--- src/rtl/gpa_fhdo_dac_responder_pkg.sv ---
`default_nettype none
// ============================================================================
//  Module      : gpa_fhdo_dac_responder_pkg
//  Description : Shared framing constants, address map and FSM state type
//                for the GPA-FHDO DAC SPI link. Both the serialiser and the
//                responder import this package so the two ends agree on the
//                frame layout.
//  Revision    : 1.0 - initial release
// ============================================================================
package gpa_fhdo_dac_responder_pkg;

    // Default frame length and bit positions inside a frame word
    localparam int FRAME_BITS_DEF = 24;
    localparam int RNW_BIT        = 23;

    // Register address map
    localparam logic [3:0] ADDR_NOP    = 4'h0;
    localparam logic [3:0] ADDR_ID     = 4'h1;
    localparam logic [3:0] ADDR_CONFIG = 4'h3;
    localparam logic [3:0] ADDR_DAC0   = 4'h8;
    localparam logic [3:0] ADDR_DAC1   = 4'h9;
    localparam logic [3:0] ADDR_DAC2   = 4'hA;
    localparam logic [3:0] ADDR_DAC3   = 4'hB;

    typedef enum logic [1:0] {
        ST_IDLE  = 2'd0,
        ST_SHIFT = 2'd1,
        ST_DONE  = 2'd2
    } state_t;

    // DAC channels occupy 0x8..0xB, so the channel index is addr[1:0]
    function automatic logic is_dac_addr(input logic [3:0] addr);
        return (addr[3:2] == 2'b10);
    endfunction

endpackage
`default_nettype wire

--- src/rtl/gpa_fhdo_dac_responder_if.sv ---
`default_nettype none
// ============================================================================
//  Module      : gpa_fhdo_dac_responder_if
//  Description : SPI link between the gradient serialiser (master) and the
//                DAC responder (slave).
//  Signals     : fhd_clk_i  SCLK, CPOL=0
//                fhd_sdo_i  MOSI
//                fhd_ssn_i  chip select, active low
//                fhd_sdi_o  MISO
//  Revision    : 1.0 - initial release
// ============================================================================
interface gpa_fhdo_dac_responder_if;
    logic fhd_clk_i;
    logic fhd_sdo_i;
    logic fhd_ssn_i;
    logic fhd_sdi_o;

    modport master (
        output fhd_clk_i,
        output fhd_sdo_i,
        output fhd_ssn_i,
        input  fhd_sdi_o
    );

    modport slave (
        input  fhd_clk_i,
        input  fhd_sdo_i,
        input  fhd_ssn_i,
        output fhd_sdi_o
    );
endinterface
`default_nettype wire

--- src/rtl/gpa_fhdo_dac_responder_spi_sync_edge.sv ---
`default_nettype none
// ============================================================================
//  Module      : gpa_fhdo_dac_responder_spi_sync_edge
//  Description : Multi-stage synchroniser for one asynchronous SPI input,
//                with single-cycle rise/fall pulses from the synced copy.
//  Ports       : clk, rst   system clock, synchronous active-high reset
//                din        asynchronous input pin
//                sync       synchronised level
//                rise/fall  1-cycle pulses on synced transitions
//  Revision    : 1.0 - initial release
// ============================================================================
module gpa_fhdo_dac_responder_spi_sync_edge #(
    parameter int SYNC_STAGES = 2
) (
    input  wire logic clk,
    input  wire logic rst,
    input  wire logic din,
    output logic      sync,
    output logic      rise,
    output logic      fall
);

    logic [SYNC_STAGES-1:0] chain;
    logic                   prev;

    // Whole chain resets to 0: a pin that is already low (e.g. SSN held
    // during a mid-frame reset) then produces no false falling edge.
    always_ff @(posedge clk) begin
        if (rst) begin
            chain[0] <= 1'b0;
        end else begin
            chain[0] <= din;
        end
    end

    for (genvar i = 1; i < SYNC_STAGES; i++) begin : g_stage
        always_ff @(posedge clk) begin
            if (rst) begin
                chain[i] <= 1'b0;
            end else begin
                chain[i] <= chain[i-1];
            end
        end
    end

    always_ff @(posedge clk) begin
        if (rst) begin
            prev <= 1'b0;
        end else begin
            prev <= chain[SYNC_STAGES-1];
        end
    end

    assign sync = chain[SYNC_STAGES-1];
    assign rise = sync & ~prev;
    assign fall = ~sync & prev;

endmodule
`default_nettype wire

--- src/rtl/gpa_fhdo_dac_responder.sv ---
`default_nettype none
// ============================================================================
//  Module      : gpa_fhdo_dac_responder
//  Description : SPI responder for the GPA-FHDO 4-channel DAC link. Samples
//                the SPI pins on clk, deframes 24-bit words, applies writes
//                to DAC0..3/CONFIG and returns read data on MISO during the
//                following frame.
//  Ports       : clk, rst        system clock (>=4x SCLK), sync active-high rst
//                spi             SPI slave modport (SCLK/MOSI/SSN in, MISO out)
//                dac0_o..dac3_o  DAC channel codes
//                config_o        CONFIG register
//                wr_strobe_o     1-cycle pulse per accepted write frame
//                wr_addr_o       address of the last write frame
//                frame_err_o     1-cycle pulse per discarded frame
//                err_cnt_o       saturating count of discarded frames
//  Revision    : 1.0 - initial release
// ============================================================================
module gpa_fhdo_dac_responder
    import gpa_fhdo_dac_responder_pkg::*;
#(
    parameter int          FRAME_BITS  = FRAME_BITS_DEF,
    parameter int          SYNC_STAGES = 2,
    parameter logic [15:0] DEVICE_ID   = 16'h0504,
    parameter logic [15:0] RESET_CODE  = 16'h8000
) (
    input  wire logic                      clk,
    input  wire logic                      rst,
    gpa_fhdo_dac_responder_if.slave        spi,
    output logic [15:0]                    dac0_o,
    output logic [15:0]                    dac1_o,
    output logic [15:0]                    dac2_o,
    output logic [15:0]                    dac3_o,
    output logic [15:0]                    config_o,
    output logic                           wr_strobe_o,
    output logic [3:0]                     wr_addr_o,
    output logic                           frame_err_o,
    output logic [7:0]                     err_cnt_o
);

    localparam logic [4:0] FRAME_CNT = 5'(FRAME_BITS);
    localparam logic [4:0] CNT_MAX   = 5'd31;

    // ------------------------------------------------------------------
    // Input synchronisers
    // ------------------------------------------------------------------
    logic sclk_sync, sclk_rise, sclk_fall;
    logic mosi_sync, mosi_rise, mosi_fall;
    logic ssn_sync,  ssn_rise,  ssn_fall;

    gpa_fhdo_dac_responder_spi_sync_edge #(.SYNC_STAGES(SYNC_STAGES)) u_sync_sclk (
        .clk  (clk),
        .rst  (rst),
        .din  (spi.fhd_clk_i),
        .sync (sclk_sync),
        .rise (sclk_rise),
        .fall (sclk_fall)
    );

    gpa_fhdo_dac_responder_spi_sync_edge #(.SYNC_STAGES(SYNC_STAGES)) u_sync_mosi (
        .clk  (clk),
        .rst  (rst),
        .din  (spi.fhd_sdo_i),
        .sync (mosi_sync),
        .rise (mosi_rise),
        .fall (mosi_fall)
    );

    gpa_fhdo_dac_responder_spi_sync_edge #(.SYNC_STAGES(SYNC_STAGES)) u_sync_ssn (
        .clk  (clk),
        .rst  (rst),
        .din  (spi.fhd_ssn_i),
        .sync (ssn_sync),
        .rise (ssn_rise),
        .fall (ssn_fall)
    );

    // Only the edges of SCLK and the level of MOSI are needed
    logic unused_sync;
    assign unused_sync = ^{sclk_sync, mosi_rise, mosi_fall};

    // ------------------------------------------------------------------
    // State
    // ------------------------------------------------------------------
    state_t       state;
    logic         armed;
    logic [23:0]  shift_reg;
    logic [4:0]   bit_cnt;
    logic [23:0]  readback;
    logic [23:0]  tx_reg;
    logic         sdi_q;
    logic [15:0]  dac_q [4];
    logic [15:0]  config_q;

    logic [3:0]   cmd_addr;
    logic [15:0]  cmd_data;
    logic         cmd_read;
    logic [15:0]  rd_data;

    assign cmd_addr = shift_reg[19:16];
    assign cmd_data = shift_reg[15:0];
    assign cmd_read = shift_reg[RNW_BIT];

    // Register read mux; unmapped addresses (and NOP) read as 0
    always_comb begin
        rd_data = '0;
        if (is_dac_addr(cmd_addr)) begin
            rd_data = dac_q[cmd_addr[1:0]];
        end else if (cmd_addr == ADDR_ID) begin
            rd_data = DEVICE_ID;
        end else if (cmd_addr == ADDR_CONFIG) begin
            rd_data = config_q;
        end
    end

    // ------------------------------------------------------------------
    // Frame FSM, register file and readback shifter
    // ------------------------------------------------------------------
    always_ff @(posedge clk) begin
        if (rst) begin
            state       <= ST_IDLE;
            armed       <= 1'b0;
            shift_reg   <= '0;
            bit_cnt     <= '0;
            readback    <= '0;
            tx_reg      <= '0;
            sdi_q       <= 1'b0;
            for (int i = 0; i < 4; i++) begin
                dac_q[i] <= RESET_CODE;
            end
            config_q    <= '0;
            wr_strobe_o <= 1'b0;
            wr_addr_o   <= '0;
            frame_err_o <= 1'b0;
            err_cnt_o   <= '0;
        end else begin
            wr_strobe_o <= 1'b0;
            frame_err_o <= 1'b0;

            // A frame already in progress at reset release must not be
            // picked up halfway; wait until SSN has been seen high.
            if (ssn_sync) begin
                armed <= 1'b1;
            end

            case (state)
                ST_IDLE: begin
                    sdi_q <= 1'b0;
                    if (ssn_fall && armed) begin
                        state     <= ST_SHIFT;
                        bit_cnt   <= '0;
                        shift_reg <= '0;
                        sdi_q     <= readback[23];
                        tx_reg    <= {readback[22:0], 1'b0};
                    end
                end

                ST_SHIFT: begin
                    // SSN rise takes priority over a coincident SCLK edge
                    if (ssn_rise) begin
                        state <= ST_DONE;
                        sdi_q <= 1'b0;
                    end else begin
                        if (sclk_rise) begin
                            shift_reg <= {shift_reg[22:0], mosi_sync};
                            if (bit_cnt != CNT_MAX) begin
                                bit_cnt <= bit_cnt + 5'd1;
                            end
                        end
                        if (sclk_fall) begin
                            sdi_q  <= tx_reg[23];
                            tx_reg <= {tx_reg[22:0], 1'b0};
                        end
                    end
                end

                ST_DONE: begin
                    state <= ST_IDLE;
                    if (bit_cnt == FRAME_CNT) begin
                        if (cmd_read) begin
                            readback <= {shift_reg[23:16], rd_data};
                        end else begin
                            readback    <= '0;
                            wr_strobe_o <= 1'b1;
                            wr_addr_o   <= cmd_addr;
                            if (is_dac_addr(cmd_addr)) begin
                                dac_q[cmd_addr[1:0]] <= cmd_data;
                            end else if (cmd_addr == ADDR_CONFIG) begin
                                config_q <= cmd_data;
                            end
                        end
                    end else begin
                        frame_err_o <= 1'b1;
                        if (err_cnt_o != 8'hFF) begin
                            err_cnt_o <= err_cnt_o + 8'd1;
                        end
                    end
                end

                default: begin
                    state <= ST_IDLE;
                end
            endcase
        end
    end

    assign spi.fhd_sdi_o = sdi_q;
    assign dac0_o        = dac_q[0];
    assign dac1_o        = dac_q[1];
    assign dac2_o        = dac_q[2];
    assign dac3_o        = dac_q[3];
    assign config_o      = config_q;

endmodule
`default_nettype wire

--- src/flat_wrapper.sv ---
// flat-port wrapper written by rule: the top's interface ports become plain ports
module gpa_fhdo_dac_responder_flat import gpa_fhdo_dac_responder_pkg::*;
#(
    parameter int          FRAME_BITS  = FRAME_BITS_DEF,
    parameter int          SYNC_STAGES = 2,
    parameter logic [15:0] DEVICE_ID   = 16'h0504,
    parameter logic [15:0] RESET_CODE  = 16'h8000
)
  (clk, rst, dac0_o, dac1_o, dac2_o, dac3_o, config_o, wr_strobe_o, wr_addr_o, frame_err_o, err_cnt_o, spi_fhd_clk_i, spi_fhd_sdo_i, spi_fhd_ssn_i, spi_fhd_sdi_o);
  gpa_fhdo_dac_responder_if spi_i ();
  input  wire logic clk;
  input  wire logic rst;
  output logic [15:0] dac0_o;
  output logic [15:0] dac1_o;
  output logic [15:0] dac2_o;
  output logic [15:0] dac3_o;
  output logic [15:0] config_o;
  output logic wr_strobe_o;
  output logic [3:0] wr_addr_o;
  output logic frame_err_o;
  output logic [7:0] err_cnt_o;
  input wire logic [$bits(spi_i.fhd_clk_i)-1:0] spi_fhd_clk_i;
  input wire logic [$bits(spi_i.fhd_sdo_i)-1:0] spi_fhd_sdo_i;
  input wire logic [$bits(spi_i.fhd_ssn_i)-1:0] spi_fhd_ssn_i;
  output wire logic [$bits(spi_i.fhd_sdi_o)-1:0] spi_fhd_sdi_o;
  assign spi_i.fhd_clk_i = spi_fhd_clk_i;
  assign spi_i.fhd_sdo_i = spi_fhd_sdo_i;
  assign spi_i.fhd_ssn_i = spi_fhd_ssn_i;
  assign spi_fhd_sdi_o = spi_i.fhd_sdi_o;
  gpa_fhdo_dac_responder #(.FRAME_BITS(FRAME_BITS), .SYNC_STAGES(SYNC_STAGES), .DEVICE_ID(DEVICE_ID), .RESET_CODE(RESET_CODE)) u_core (.clk(clk), .rst(rst), .spi(spi_i), .dac0_o(dac0_o), .dac1_o(dac1_o), .dac2_o(dac2_o), .dac3_o(dac3_o), .config_o(config_o), .wr_strobe_o(wr_strobe_o), .wr_addr_o(wr_addr_o), .frame_err_o(frame_err_o), .err_cnt_o(err_cnt_o));
endmodule
--- config.mk ---
export PLATFORM = sky130hd
export DESIGN_NAME = gpa_fhdo_dac_responder_flat
export DESIGN_NICKNAME = d
export VERILOG_FILES = /design/src/rtl/gpa_fhdo_dac_responder_pkg.sv /design/src/rtl/gpa_fhdo_dac_responder_if.sv /design/src/rtl/gpa_fhdo_dac_responder_spi_sync_edge.sv /design/src/rtl/gpa_fhdo_dac_responder.sv /design/src/flat_wrapper.sv
export SDC_FILE = /design/constraint.sdc
export NUM_CORES = 1
export LEC_CHECK = 0
export CORE_MARGIN = 4
export CORE_UTILIZATION = 50
export DETAILED_ROUTE_END_ITERATION = 8
export PLACE_DENSITY = 0.76
export SKIP_LAST_GASP = 1
export SYNTH_ARGS = -nofsm -noshare
export SYNTH_HDL_FRONTEND = slang
export SYNTH_HIERARCHICAL = 1
export SYNTH_SLANG_ARGS = --single-unit
--- constraint.sdc ---
create_clock -name clk -period 2.3 [get_ports clk]
set_clock_uncertainty 0.2 [all_clocks]
set_input_delay 0.46 -clock clk [delete_from_list [all_inputs] [get_ports clk]]
set_output_delay 0.46 -clock clk [all_outputs]
set_load 0.02 [all_outputs]
**Word-level counts from Yosys, hierarchy flattened**

Memory sizes are Yosys's and may differ from the RTL's. A register that Yosys moved wholly into a read port is not among the register bits.
Cells that the tools add are included.

- Reductions and logical operators: 15
- Bitwise gates (word level): 12
- Eq/ne operators: 15
- Mux-type cells: 39
- $add $sub $neg: 2

Operator list:

| kind | count |
|---|---|
| $mux W24 | 7 |
| $pmux W24 S2 | 2 |
| $mux W16 | 4 |
| $mux W5 | 4 |
| $reduce_or A16 Y1 | 1 |
| $mux W1 | 14 |
| $mux W2 | 5 |
| $ne A2 B1 Y1 const B | 5 |
| $pmux W5 S2 | 1 |
| $reduce_and A5 Y1 | 2 |
| $add A8 B1 Y8 const B | 1 |
| $ne A8 B8 Y1 const B | 1 |
| $not A1 Y1 | 8 |
| $reduce_and A4 Y1 | 2 |
| $reduce_and A2 Y1 | 3 |
| $reduce_and A3 Y1 | 2 |
| $add A5 B1 Y5 const B | 1 |
| $eq A5 B5 Y1 const B | 1 |
| $ne A5 B5 Y1 const B | 1 |
| $and A1 B1 Y1 | 4 |
| $eq A2 B2 Y1 const B | 2 |
| $eq A4 B1 Y1 const B | 1 |
| $eq A4 B2 Y1 const B | 1 |
| $pmux W2 S2 | 1 |
| other kinds (9) | 9 |

- Flip-flop bits (word level): 119
- Memories kept: 1
- Memory bits (writable): 64
- Input port bits: 5

Memories:

| name | words | bits a word | read ports | clocked after memory_dff | wr ports | RTL line | RTL |
|---|---|---|---|---|---|---|---|
| u_core.dac_q | 4 | 16 | 5 | 1 | 4 | gpa_fhdo_dac_responder.sv:91 | `logic [15:0] dac_q [4];` |

**Longest topological paths before layout**

Gate-level depths: netlist (run 1).

- Depth in word-level cells: 9
- Depth in mapped cells: 8
- Depth with buffers taken out: 7

**By module**

Netlist (run 1), hierarchy kept.

Modules (own cells, without submodules):

| module | cells an instance | sequential area each (um^2) | times used | area each (um^2) |
|---|---|---|---|---|
| gpa_fhdo_dac_responder | 649 | 4164.0 | 1 | 7402.1 |
| gpa_fhdo_dac_responder_spi_sync_edge | 8 | 60.1 | 3 | 91.3 |

**Least setup slack after synthesis (run 1)**

No wires, ideal clock.

- Kind: reg2reg
- Start point: reg u_core.bit_cnt[0]
- End point: mem u_core.dac_q[3][0], enable pin
- Setup time: 0.373 ns
- Cell stages (with the launch flop): 9
- Buffers on the path: 2
- Data required time: 1.727 ns
- Path slack: -0.086 ns
- Arrival: 1.813 ns
- Cells stage by stage: dfxtp_1 > inv_1 > ha_1 > and4b_1 > buf_2 > nand2_1 > buf_2 > nor2_1 > a41o_1

RTL lines:

| what | RTL line | RTL |
|---|---|---|
| from (decl) | gpa_fhdo_dac_responder.sv:87 | `logic [4:0] bit_cnt;` |
| from (signal assigned) | gpa_fhdo_dac_responder.sv:166 | `bit_cnt <= bit_cnt + 5'd1;` |
| to (decl) | gpa_fhdo_dac_responder.sv:91 |  |

**Worst setup path in the final report (run 1)**

- Start point: reg u_core.err_cnt_o[7]
- End point: out err_cnt_o[7]

RTL lines:

| what | RTL line | RTL |
|---|---|---|
| from (decl) | gpa_fhdo_dac_responder.sv:37 | `output logic [7:0] err_cnt_o` |
| from (signal assigned) | gpa_fhdo_dac_responder.sv:194 | `err_cnt_o <= err_cnt_o + 8'd1;` |
| to (decl) | flat_wrapper.sv:21 | `output logic [7:0] err_cnt_o;` |

No word-level cell between the ends.

==> results.sh, run 1 <==
export IMPL_critical_path_max_stage_delay_ps=660
export IMPL_hp_start="u_core/u_sync_ssn/chain[0]$_SDFF_PP0_"
export IMPL_power_w=0.00653
export IMPL_syn_num_nets=678
export IMPL_status="completed"
export IMPL_dr_pass1_iters=6
export IMPL_routed_wl_met3_mm=1.37
export IMPL_cp_end_kind="output pin"
export IMPL_die_x_um=132
export IMPL_fill_cells=1098
export IMPL_startpoint_type="register"
export IMPL_wl_per_cell_um=20.4
export IMPL_clkLatencyLatePin_ps=430
export IMPL_start_util_pct=51.8
export IMPL_worstPathArrival_ps=1580
export IMPL_dieArea_mm2=0.0173
export IMPL_path_buf_inv=1
export IMPL_grtUsageTotal_pct=23.1
export IMPL_grt_pass1_wl_mm=31.8
export IMPL_synth_area_mm2=0.00764
export IMPL_drv_cap=0
export IMPL_min_delay_path_class="reg -> reg"
export IMPL_path_delay_family="buffers and inverters"
export IMPL_route_detailed_drc=0
export IMPL_wl_met2_mm=9.66
export IMPL_gp_congestion=0.835
export IMPL_cts_tree="built"
export IMPL_setup_violations_final=0
export IMPL_ctsRootBufferMaster="clkbuf_16"
export IMPL_startpoint="u_core/err_cnt_o[7]$_SDFFE_PP0P_"
export IMPL_nNetsFinal=781
export IMPL_path_max_fanout=8
export IMPL_grt_max_degree=83
export IMPL_max_slew_worst_pin_slew_ps=506
export IMPL_timing_fmax_mhz=446
export IMPL_largest_register_ff_count=64
export IMPL_p_leak_nw=3.41
export IMPL_period_share_pct=97.4
export IMPL_r2r_start="u_core/bit_cnt[0]$_SDFFE_PP0P_"
export IMPL_irDropWorstVdd_mv=0.568
export IMPL_drt_wl_total_mm=19.8
export IMPL_ios=100
export IMPL_fin_crit_ps=2240
export IMPL_final_setup_worst_slack_ps=59.5
export IMPL_postSynthCellCount=669
export IMPL_m1WireLength_mm=8.34
export IMPL_ant_nets=0
export IMPL_pre_cts_slack_ps=7.15
export IMPL_fp_row_count=44
export IMPL_rsz0062_at_grt="yes"
export IMPL_vias=5732
export IMPL_clock_sinks=184
export IMPL_p_per_area_mw_per_mm2=680
export IMPL_numCtsBuffers=17
export IMPL_cp_slowest_cell="clkdlybuf4s50_1"
export IMPL_drt_iter0_drc=720
export IMPL_insertedDiodeCount=0
export IMPL_seq_area_mm2=0.00433
export IMPL_relSlewSlack_pct=66.1
export IMPL_postCtsSetupBuffers=0
export IMPL_top_layer="met4"
export IMPL_core_mm2=0.0148
export IMPL_grt_overflow=0
export IMPL_slew_viol_final=0
export IMPL_cts_buffer_depth=2
export IMPL_multi_input_area_mm2=0.00307
export IMPL_clk_pin_slew_worst_paths_ps=70
export IMPL_grt_pass1_vias=5718
export IMPL_hold_viol=0
export IMPL_ys_warn_count=6
export IMPL_hold_buffers=0
export IMPL_area_growth_pct=25.7
export IMPL_h_tree_depth=4
export IMPL_die_h_um=132
export IMPL_crit_type="reg -> out"
export IMPL_avgSynthCellArea_um2=11.4
export IMPL_worst_ep_required_time_ps=1640
export IMPL_dp_hpwl_mm=13.2
export IMPL_via_per_inst=5.92
export IMPL_port_buffers=99
export IMPL_antenna_found_initial=0
export IMPL_drive_gt1_share_pct=13.4
export IMPL_crit_chain="clkdlybuf4s50_1"
[cell type report]
type	count	share of cell area (%)
Multi-Input combinational cell	428	32.0
Inverter	6	0.235
Tap cell	184	2.40
Timing Repair Buffer	135	14.3
Sequential cell	184	45.1
Clock inverter	14	1.30
Clock buffer	18	4.69
[power breakdown]
part	total, W	switching, W	internal (W)
Combinational	0.000257	0.000145	0.000111
Clock	0.00284	0.00134	0.00150
Sequential	0.00343	0.0000306	0.00340
[stage by stage]
stage / utilization (%) / hold slack, ps / TNS, ps / instances / instance area, um^2
floorplan: - / 214 / 0 / 669 / 7640
global placement: 61.1 / 222 / 0 / 937 / 9010
detailed placement: 61.1 / 220 / 0 / 937 / 9010
CTS: 65.0 / 237 / 0 / 969 / 9590
global route: 65.1 / 249 / -14.2 / 969 / 9600
finish: 65.1 / 240 / 0 / 969 / 9600
[layout by cell type (no fill, tap or decap), types with 24 or more instances in the layout]
master	instances
nand2_1	32
a211oi_1	36
clkdlybuf4s50_1	98
buf_4	27
nor2_1	77
edfxtp_1	64
mux2i_1	40
dfxtp_1	118
a22oi_1	24
and2_1	60
[final timing paths]
path                                  endpoint  slack [ps]  depth (start not counted)
min reg2reg  u_core/u_sync_ssn/sync$_SDFF_PP0_         240                          1
max                               err_cnt_o[7]          60                          1
max reg2reg   u_core/err_cnt_o[3]$_SDFFE_PP0P_          80                          7
min          u_core/u_sync_ssn/sync$_SDFF_PP0_         240                          1
[timing repair]
item | 4_1_cts | 5_1_grt
cloned | 0 | 0
pin swaps | 0 | 1
setup endpoints to repair | 1 | 88
hold endpoints to repair | 0 | 0
resized for setup | 1 | 5
[routing by layer]
metal	track usage [%]	up-vias
met3	5.66	36
met4	8.52	0
met1	30.7	2786
met5	0	-
met2	37.0	262
li1	-	2648
Note: power is estimated with default switching activity, not from simulation.
==> run 2: changes to the inputs <==
Settings changed: CTS_CLUSTER_DIAMETER set to 30.
==> results of run 2 <==
The final DEF is identical to that of run 1; final timing and power are the same.
==> run 3: changes to the inputs <==
Settings changed: ABC_AREA set to 0.
==> results of run 3 <==
The final DEF is identical to that of run 1; final timing and power are the same.
